File: src/rtl/usb11_recv.sv
`default_nettype none
// -----------------------------------------------------------------------------
// usb11_recv: low-speed USB 1.1 receiver (SYNC check, NRZI, destuff, framing)
// Revision: 1.0
// -----------------------------------------------------------------------------
module usb11_recv #(
  parameter int CLKS_PER_BIT   = 8,
  parameter int SE0_RESET_CLKS = 30000
) (
  input  logic       clk,
  input  logic       reset,
  input  logic       dp_in,
  input  logic       dm_in,
  input  logic       rx_enable,
  output logic [7:0] rbyte,
  output logic       rbyte_wr,
  output logic       pkt_active,
  output logic       pkt_end,
  output logic       pkt_err,
  output logic [1:0] line_state,
  output logic       se0_long
);

  localparam logic [1:0] LS_SE0 = 2'b00;
  localparam logic [1:0] LS_J   = 2'b01;
  localparam logic [1:0] LS_K   = 2'b10;
  localparam logic [1:0] LS_SE1 = 2'b11;
  localparam int PW = $clog2(CLKS_PER_BIT);
  localparam int JW = $clog2(2 * CLKS_PER_BIT + 1);
  localparam int SW = $clog2(SE0_RESET_CLKS + 1);
  localparam logic [PW-1:0] PHASE_MAX = PW'(CLKS_PER_BIT - 1);
  localparam logic [PW-1:0] PHASE_SMP = PW'(CLKS_PER_BIT / 2 - 1);
  localparam logic [JW-1:0] J_IDLE    = JW'(2 * CLKS_PER_BIT);
  localparam logic [SW-1:0] SE0_MAX   = SW'(SE0_RESET_CLKS);

  typedef enum logic [2:0] {S_IDLE, S_SYNC, S_DATA, S_EOP, S_ERR} state_t;

  state_t        state_q, state_d;
  logic [1:0]    sync_q, ls_q, ls_prev_q;
  logic [PW-1:0] phase_q, phase_w;
  logic [SW-1:0] se0cnt_q, se0cnt_d;
  logic [1:0]    samp_prev_q, samp_prev_d;
  logic [2:0]    bitcnt_q, bitcnt_d, ones_q, ones_d;
  logic [7:0]    shift_q, shift_d, rbyte_q, rbyte_d, byte_w;
  logic          got_byte_q, got_byte_d, eop2_q, eop2_d;
  logic [JW-1:0] jcnt_q, jcnt_d;
  logic          rbyte_wr_q, rbyte_wr_d, pkt_end_q, pkt_end_d, pkt_err_q, pkt_err_d;
  logic          pkt_active_q;
  logic          edge_w, sample_w, bit_w;

  // Phase restarts on every line transition so sampling tracks the sender.
  assign edge_w   = (ls_q != ls_prev_q);
  assign phase_w  = (edge_w || phase_q == PHASE_MAX) ? '0 : phase_q + 1'b1;
  assign sample_w = (phase_w == PHASE_SMP);
  assign bit_w    = (ls_q == samp_prev_q);
  assign byte_w   = {bit_w, shift_q[7:1]};
  assign se0cnt_d = (ls_q != LS_SE0) ? '0 :
                    (se0cnt_q == SE0_MAX) ? se0cnt_q : se0cnt_q + 1'b1;

  always_comb begin
    state_d     = state_q;
    samp_prev_d = samp_prev_q;
    bitcnt_d    = bitcnt_q;
    ones_d      = ones_q;
    shift_d     = shift_q;
    got_byte_d  = got_byte_q;
    eop2_d      = eop2_q;
    jcnt_d      = '0;
    rbyte_d     = rbyte_q;
    rbyte_wr_d  = 1'b0;
    pkt_end_d   = 1'b0;
    pkt_err_d   = 1'b0;
    case (state_q)
      S_IDLE: begin
        if (edge_w && ls_prev_q == LS_J && ls_q == LS_K) begin
          state_d     = S_SYNC;
          samp_prev_d = LS_J;
          bitcnt_d    = 3'd0;
          got_byte_d  = 1'b0;
        end
      end
      S_SYNC: begin
        if (sample_w) begin
          if (ls_q == LS_SE0 || ls_q == LS_SE1) begin
            state_d = S_ERR;
          end else begin
            samp_prev_d = ls_q;
            shift_d     = byte_w;
            bitcnt_d    = bitcnt_q + 3'd1;
            if (bitcnt_q == 3'd7) begin
              state_d = (byte_w == 8'h80) ? S_DATA : S_ERR;
              ones_d  = 3'd1;
            end
          end
        end
      end
      S_DATA: begin
        if (sample_w) begin
          if (ls_q == LS_SE0) begin
            state_d = S_EOP;
            eop2_d  = 1'b0;
          end else if (ls_q == LS_SE1 || (ones_q == 3'd6 && bit_w)) begin
            state_d   = S_ERR;
            pkt_end_d = 1'b1;
            pkt_err_d = 1'b1;
          end else begin
            samp_prev_d = ls_q;
            if (ones_q == 3'd6) begin
              ones_d = 3'd0;
            end else begin
              ones_d   = bit_w ? ones_q + 3'd1 : 3'd0;
              shift_d  = byte_w;
              bitcnt_d = bitcnt_q + 3'd1;
              if (bitcnt_q == 3'd7) begin
                rbyte_d    = byte_w;
                rbyte_wr_d = 1'b1;
                got_byte_d = 1'b1;
              end
            end
          end
        end
      end
      S_EOP: begin
        if (sample_w) begin
          if (ls_q == LS_J) begin
            state_d   = S_IDLE;
            pkt_end_d = 1'b1;
            pkt_err_d = (bitcnt_q != 3'd0) || !got_byte_q;
          end else if (ls_q == LS_SE0 && !eop2_q) begin
            eop2_d = 1'b1;
          end else begin
            state_d   = S_ERR;
            pkt_end_d = 1'b1;
            pkt_err_d = 1'b1;
          end
        end
      end
      S_ERR: begin
        if (ls_q == LS_J) begin
          jcnt_d = jcnt_q + 1'b1;
          if (jcnt_q == J_IDLE - 1'b1) state_d = S_IDLE;
        end
      end
      default: state_d = S_IDLE;
    endcase
    if (!rx_enable) begin
      state_d    = S_IDLE;
      rbyte_d    = rbyte_q;
      rbyte_wr_d = 1'b0;
      pkt_end_d  = 1'b0;
      pkt_err_d  = 1'b0;
    end
  end

  always_ff @(posedge clk) begin
    if (reset) begin
      sync_q       <= '0;
      ls_q         <= '0;
      ls_prev_q    <= '0;
      phase_q      <= '0;
      se0cnt_q     <= '0;
      state_q      <= S_IDLE;
      samp_prev_q  <= LS_J;
      bitcnt_q     <= '0;
      ones_q       <= '0;
      shift_q      <= '0;
      got_byte_q   <= 1'b0;
      eop2_q       <= 1'b0;
      jcnt_q       <= '0;
      rbyte_q      <= '0;
      rbyte_wr_q   <= 1'b0;
      pkt_end_q    <= 1'b0;
      pkt_err_q    <= 1'b0;
      pkt_active_q <= 1'b0;
    end else begin
      sync_q       <= {dp_in, dm_in};
      ls_q         <= sync_q;
      ls_prev_q    <= ls_q;
      phase_q      <= phase_w;
      se0cnt_q     <= se0cnt_d;
      state_q      <= state_d;
      samp_prev_q  <= samp_prev_d;
      bitcnt_q     <= bitcnt_d;
      ones_q       <= ones_d;
      shift_q      <= shift_d;
      got_byte_q   <= got_byte_d;
      eop2_q       <= eop2_d;
      jcnt_q       <= jcnt_d;
      rbyte_q      <= rbyte_d;
      rbyte_wr_q   <= rbyte_wr_d;
      pkt_end_q    <= pkt_end_d;
      pkt_err_q    <= pkt_err_d;
      pkt_active_q <= (state_d == S_DATA) || (state_d == S_EOP);
    end
  end

  assign rbyte      = rbyte_q;
  assign rbyte_wr   = rbyte_wr_q;
  assign pkt_active = pkt_active_q;
  assign pkt_end    = pkt_end_q;
  assign pkt_err    = pkt_err_q;
  assign line_state = ls_q;
  assign se0_long   = (se0cnt_q == SE0_MAX);

endmodule
`default_nettype wire
File: config.mk
export PLATFORM = sky130hd
export DESIGN_NAME = usb11_recv
export DESIGN_NICKNAME = d
export VERILOG_FILES = /design/src/rtl/usb11_recv.sv
export SDC_FILE = /design/constraint.sdc
export NUM_CORES = 1
export LEC_CHECK = 0
export CORE_MARGIN = 1
export CORE_UTILIZATION = 36
export DETAILED_ROUTE_END_ITERATION = 10
export GPL_TIMING_DRIVEN = 0
export PLACE_DENSITY = 0.59
export SYNTH_ARGS = -nofsm -noshare
export SYNTH_HDL_FRONTEND = slang
export SYNTH_SLANG_ARGS = --single-unit
File: constraint.sdc
create_clock -name clk -period 3.1 [get_ports clk]
set_clock_uncertainty 0.15 [all_clocks]
set_input_delay 0.62 -clock clk [delete_from_list [all_inputs] [get_ports clk]]
set_output_delay 0.62 -clock clk [all_outputs]
set_load 0.005 [all_outputs]
# After elaboration in Yosys (flattened, before gate mapping)

Index checks and enable logic that the tools add are counted.

Bitwise gates (word level): 8
Mux-type cells: 71
Reductions and logical operators: 30
Eq/ne operators: 32
$add $sub $neg: 5

Operators with widths:

| kind                  | number |
|---|---|
| $mux 3                | 30 |
| $mux 8                | 6 |
| $reduce_and 7->1      | 5 |
| $ne 2x2->1 const B    | 13 |
| $mux 1                | 20 |
| $pmux 8 s2            | 1 |
| $add 15x1->15 const B | 1 |
| $eq 15x15->1 const B  | 1 |
| $eq 3x2->1 const B    | 5 |
| $pmux 3 s5            | 1 |
| $eq 3x3->1 const B    | 4 |
| $mux 2                | 6 |
| $add 3x1->3 const B   | 3 |
| $pmux 3 s3            | 1 |
| $eq 8x8->1 const B    | 1 |
| $not 1->1             | 8 |
| $pmux 1 s2            | 4 |
| $reduce_and 8->1      | 1 |
| $reduce_bool 2->1     | 4 |
| $reduce_or 7->1       | 1 |
| $pmux 2 s3            | 1 |
| $pmux 3 s2            | 1 |
| $reduce_and 6->1      | 1 |
| $reduce_bool 3->1     | 2 |
| 14 further kinds      | 25 |

Bits of input ports: 5
Register bits: 62

# Depth between registers and ports, before layout

Word-level depth: 10
Gate-level depth with buffers: 9
Depth with buffers taken out: 7

# Least setup slack after synthesis

OpenSTA, ideal clock, no wires.

Kind: flip-flop to flip-flop
Start: reg ls_q[0], in the netlist line_state[0]
End: reg ones_q[1]
Library setup time: 71 ps
Buffers on the path: 0
Clock period less this slack: 2311 ps
Slack: 789 ps
Data arrival time: 2090 ps
Stages on the path, launching flop included: 8
Cells stage by stage: dfxtp_1 > inv_1 > ha_1 > or3b_1 > a21oi_2 > nand3_2 > or4b_1 > a21oi_1

Longest elaborated chain between the ends: 7
Elaborated cells between the ends (all ways): 22
Classes of those cells: 9 x eq/ne; 7 x mux; 6 x reduce/logical

Ends and longest elaborated chain:

| element                | line | RTL |
|---|---|---|
| from (decl)            | 39   | `logic [1:0] sync_q, ls_q, ls_prev_q;` |
| from (signal assigned) | 177  | `ls_q <= sync_q;` |
| $eq 2x2->1             | 55   | `assign bit_w = (ls_q == samp_prev_q);` |
| $mux 3                 | 111  | `ones_d = bit_w ? ones_q + 3'd1 : 3'd0;` |
| $mux 3                 | 108  | `if (ones_q == 3'd6) begin` |
| $mux 3                 | 102  | `end else if (ls_q == LS_SE1 \|\| (ones_q == 3'd6 && bit_w)) begin` |
| $mux 3                 | 99   | `if (ls_q == LS_SE0) begin` |
| $mux 3                 | 98   | `if (sample_w) begin` |
| $pmux 3 s2             | 73   | `case (state_q)` |
| to (signal assigned)   | 184  | `ones_q <= ones_d;` |
| to (decl)              | 43   | `logic [2:0] bitcnt_q, bitcnt_d, ones_q, ones_d;` |

Several ways; a longest one is shown, not always the timed one. The select of a mux whose other input is x is not followed.
A chain may end at the register's enable or synchronous reset.

# Final worst setup path

Start: reg se0cnt_q[0]
End: out se0_long

Longest elaborated chain between the ends: 1

Ends and longest elaborated chain:

| element                | line | RTL |
|---|---|---|
| from (decl)            | 41   | `logic [SW-1:0] se0cnt_q, se0cnt_d;` |
| from (signal assigned) | 180  | `se0cnt_q <= se0cnt_d;` |
| $eq 15x15->1           | 203  | `assign se0_long = (se0cnt_q == SE0_MAX);` |
| to (decl)              | 21   | `output logic se0_long` |

Every way passes these cells.

==> run_results.csv <==
group,metric,value,unit
status,run_status,"finished, final reports clean",
placed_design,dp_hpwl,4190,um
timing,hold_ws,0.296,ns
cts,cts-buffers-inserted,9,
setup_path,r2r_cells,7,
route,totalWireLength,6020,um
cts,cts_resizes,1,
cts,cts.sinks,61,
synth,postSynth.asyncResetShare,0,%
synth,synth.ff_latch_count,61,
route,drcViolationCount,0,
route,starting_drc_count_in_detailed_routing,147,
global_route,grt_pass1_vias,2214,
setup_path,worst-setup-path-type,"reg2out",
die,initial_core_util,37.3,%
timing,achievable-frequency,0.340,GHz
placed_design,port-buffer-count,19,
cts,cts_tree,"yes",
layout,layout_commonest_cell,"dfxtp_1",
setup_path,worstPathCellList,"inv_1, ha_1, nor4bb_1, nand2_1, nor3_4, clkdlybuf4s50_1",
hold_path,worstHoldPathType,"reg2reg",
cts,htree_num_levels,3,
timing,final.setup.tns,0,ns
pwr,vdd.ir_drop.worst,0.000187,V
cts,worstSkewPairLatency,0.35,ns
synth,postSynthNetCount,343,
die,die_height,91.8,um
hold_path,hold_path.startpoint,"sync_q[1]$_SDFF_PP0_",
synth,synth-main-ff-cell,"dfxtp_1",
layout,layout-area-overhead-vs-synth,17.9,%
route,routed_len_inst,13.1,um
global_route,grt_first_pass_wirelength,10500,um
layout,most-common-layout-cells,"61 x dfxtp_1, 49 x nor2_1, 25 x nand2_1",
setup_path,data_arrival_critical_path,2.17,ns
timing,final-hold-violation-count,0,
layout,num_antenna_cells,0,
cts,clk_path_buf_depth,2,
die,die-area,8420,um^2
timing,slew_violations,0,
global_route,global_route.overflow_total,0,
setup_path,worstPathMaxFanout,5,
global_route,grt_antenna_before_repair,0,
setup_path,category_of_the_worst_setup_path_capture_point,"primary output",
pwr,power-per-cell-area,462,nW/um^2
die,ios,20,
die,placementRows,32,
timing,post-route-period-util,95.0,%
layout,nets,373,
synth,count_of_flip_flops_with_a_built_in_enable_after_synthesis,0,
timing,rsz0062_at_grt,"no",
setup_path,highest_delay_cell_along_the_critical_path,"clkdlybuf4s50_1",
timing,worst-slew-pin-transition,0.552,ns
route,detailroute.via_count,2305,
timing,timing.final.setup_violations,0,
die,fp.dieW,91.8,um
synth,mapped_cell_area,2900,um^2
setup_path,critical_path.reg2reg.startpoint,"line_state[0]$_SDFF_PP0_",
route,drt-vias-per-instance,5.01,
setup_path,r2r-end,"rbyte[6]$_SDFFE_PP0P_",
synth,yosysWarningCount,0,
pwr,leakagePower,1.35,nW
synth,synth_cells,323,
synth,synth_top_area_cell,"dfxtp_1",
setup_path,critPathLaunchType,"flop",
synth,seq_area_frac_synth,42.1,%
setup_path,cp_slowest_stage_delay,0.55,ns
synth,synth_top_area_share,42.1,%
synth,synth_area_leaders,"dfxtp_1 42%, mux2i_1 7.2%, ha_1 6.5%, nor2_1 6.3%, nand2_1 3.2%",
die,core_region_area,7770,um^2
timing,post-route-min-period,2.94,ns
global_route,grt_start_max_net_pins,12,
layout,drive_gt1_share,7.54,%
setup_path,critPathRequiredTime,2.33,ns
route,drt_pre_antenna_iters,5,
synth,synth_cell_type_count,49,
layout,post-route-cell-area,3420,um^2
synth,syn_area_per_cell,8.98,um^2
route,ant_nets,0,
setup_path,reg2reg_slack,0.49,ns
cts,post_cts_repair_timing_setup_buffer_count,0,
hold_path,timing.hold.worst_path_depth,1,
global_route,track_usage,15.9,%
placed_design,gpl.final_weighted_congestion,0.833,
placed_design,placement.cell_area,3220,um^2
cts,clk_pin_slew,0.07,ns
hold_path,worst_hold_path.endpoint,"line_state[1]$_SDFF_PP0_",
cts,ctsRootBufferMaster,"clkbuf_8",
run,max_cap_viols,0,
timing,slew_headroom,63.2,%
cts,hold_fix_buffers_at_cts,0,
==> area by class of cell <==
cell class	instances	area, um^2
timing repair buffer	19	190
clock buffer	10	128
fill	803	4350
inverter	12	45.0
buffer	11	51.3
multi-input combinational	239	1590
clock inverter	6	63.8
sequential	61	1220
tap	102	128
==> per-layer routing <==
layer / GRT usage, % / share of wire, % / vias to the layer above / routed length [um]
met3: 4.31 / 4.2 / 10 / 252
met1: 20.2 / 48 / 1068 / 2920
met5: 0 / 0 / - / 0
met4: 7.68 / 1.8 / 0 / 109
met2: 24.8 / 46 / 44 / 2740
li1: - / - / 1183 / -
==> logic make-up after synthesis <==
logic type	share of synthesized area, %
buffers and inverters	3.32
adder cells (fa/ha/maj)	6.47
AO/OA/AOI/OAI	7.94
flip-flops	42.1
AND/OR/NAND/NOR	27.5
XOR/XNOR	5.44
multiplexers	7.25
==> worst max-delay path, delay by kind of cell (launching register included) <==
kind	cells	cell delay (ns)
buffers and inverters	2	0.65
adders and majority gates	1	0.16
and+or+nand+nor	3	0.68
DFF	1	0.35
==> state kept, by name, summed over array words and instances, names as in the netlist, 3 cells and up <==
signal and flops:
bitcnt_q 3, rbyte 8, state_q 3, jcnt_q 5
phase_q 3, ones_q 3, se0cnt_q 15, shift_q 7
==> synth_stat cells, types with 2 or more instances <==
| master | count |
|---|---|
| and3_1 | 6 |
| nand3_2 | 2 |
| and2_1 | 2 |
| nand2b_1 | 11 |
| nor2_1 | 49 |
| nor4_1 | 4 |
| nand3_1 | 9 |
| nor3b_1 | 3 |
| xor2_1 | 10 |
| or3_1 | 2 |
| clkbuf_1 | 8 |
| o31ai_1 | 2 |
| nand3b_1 | 2 |
| xnor2_1 | 8 |
| dfxtp_1 | 61 |
| inv_1 | 12 |
| nand2_1 | 25 |
| ha_1 | 15 |
| a31oi_1 | 5 |
| o21ai_0 | 6 |
| o211ai_1 | 2 |
| nand4_1 | 2 |
| a21o_1 | 2 |
| mux2i_1 | 21 |
| nand4b_1 | 3 |
| o21ba_2 | 2 |
| buf_2 | 2 |
| nor3_1 | 10 |
| nor4bb_1 | 2 |
| nor2b_1 | 8 |
| a21oi_1 | 9 |
==> through the flow <==
| stage | worst slack (ns) | cells | power (mW) | utilization [%] |
|---|---|---|---|---|
| 6_report | 0.156 | 460 | 1.58 | 44.0 |
| 5_1_grt | 0.0385 | 460 | 1.65 | 44.0 |
| 4_1_cts | 0.0652 | 460 | 1.60 | 44.0 |
| 3_5_place_dp | 0.221 | 444 | 0.900 | 41.4 |
| 3_3_place_gp | 0.217 | 444 | 0.899 | 41.4 |
| 2_1_floorplan | 0.789 | 323 | 0.872 | - |
==> power by group <==
| part | total, mW | leakage, nW | switching (mW) | internal (mW) |
|---|---|---|---|---|
| combinational | 0.0798 | 0.769 | 0.0474 | 0.0324 |
| clock | 0.698 | 0.0923 | 0.329 | 0.369 |
| sequential | 0.801 | 0.493 | 0.00902 | 0.792 |
==> worst max-delay path by stage <==
stage,cells after the start,start,to,slack [ns]
floorplan,7,line_state[0]$_SDFF_PP0_,ones_q[1]$_SDFFE_PP0P_,0.79
global placement,5,reset,rbyte[5]$_SDFFE_PP0P_,0.22
detailed placement,5,reset,rbyte[4]$_SDFFE_PP0P_,0.22
CTS,6,se0cnt_q[0]$_SDFFE_PP0N_,se0_long,0.07
global route,6,se0cnt_q[0]$_SDFFE_PP0N_,se0_long,0.04
finish,6,se0cnt_q[0]$_SDFFE_PP0N_,se0_long,0.16
Power figures use the tool's default switching activity.
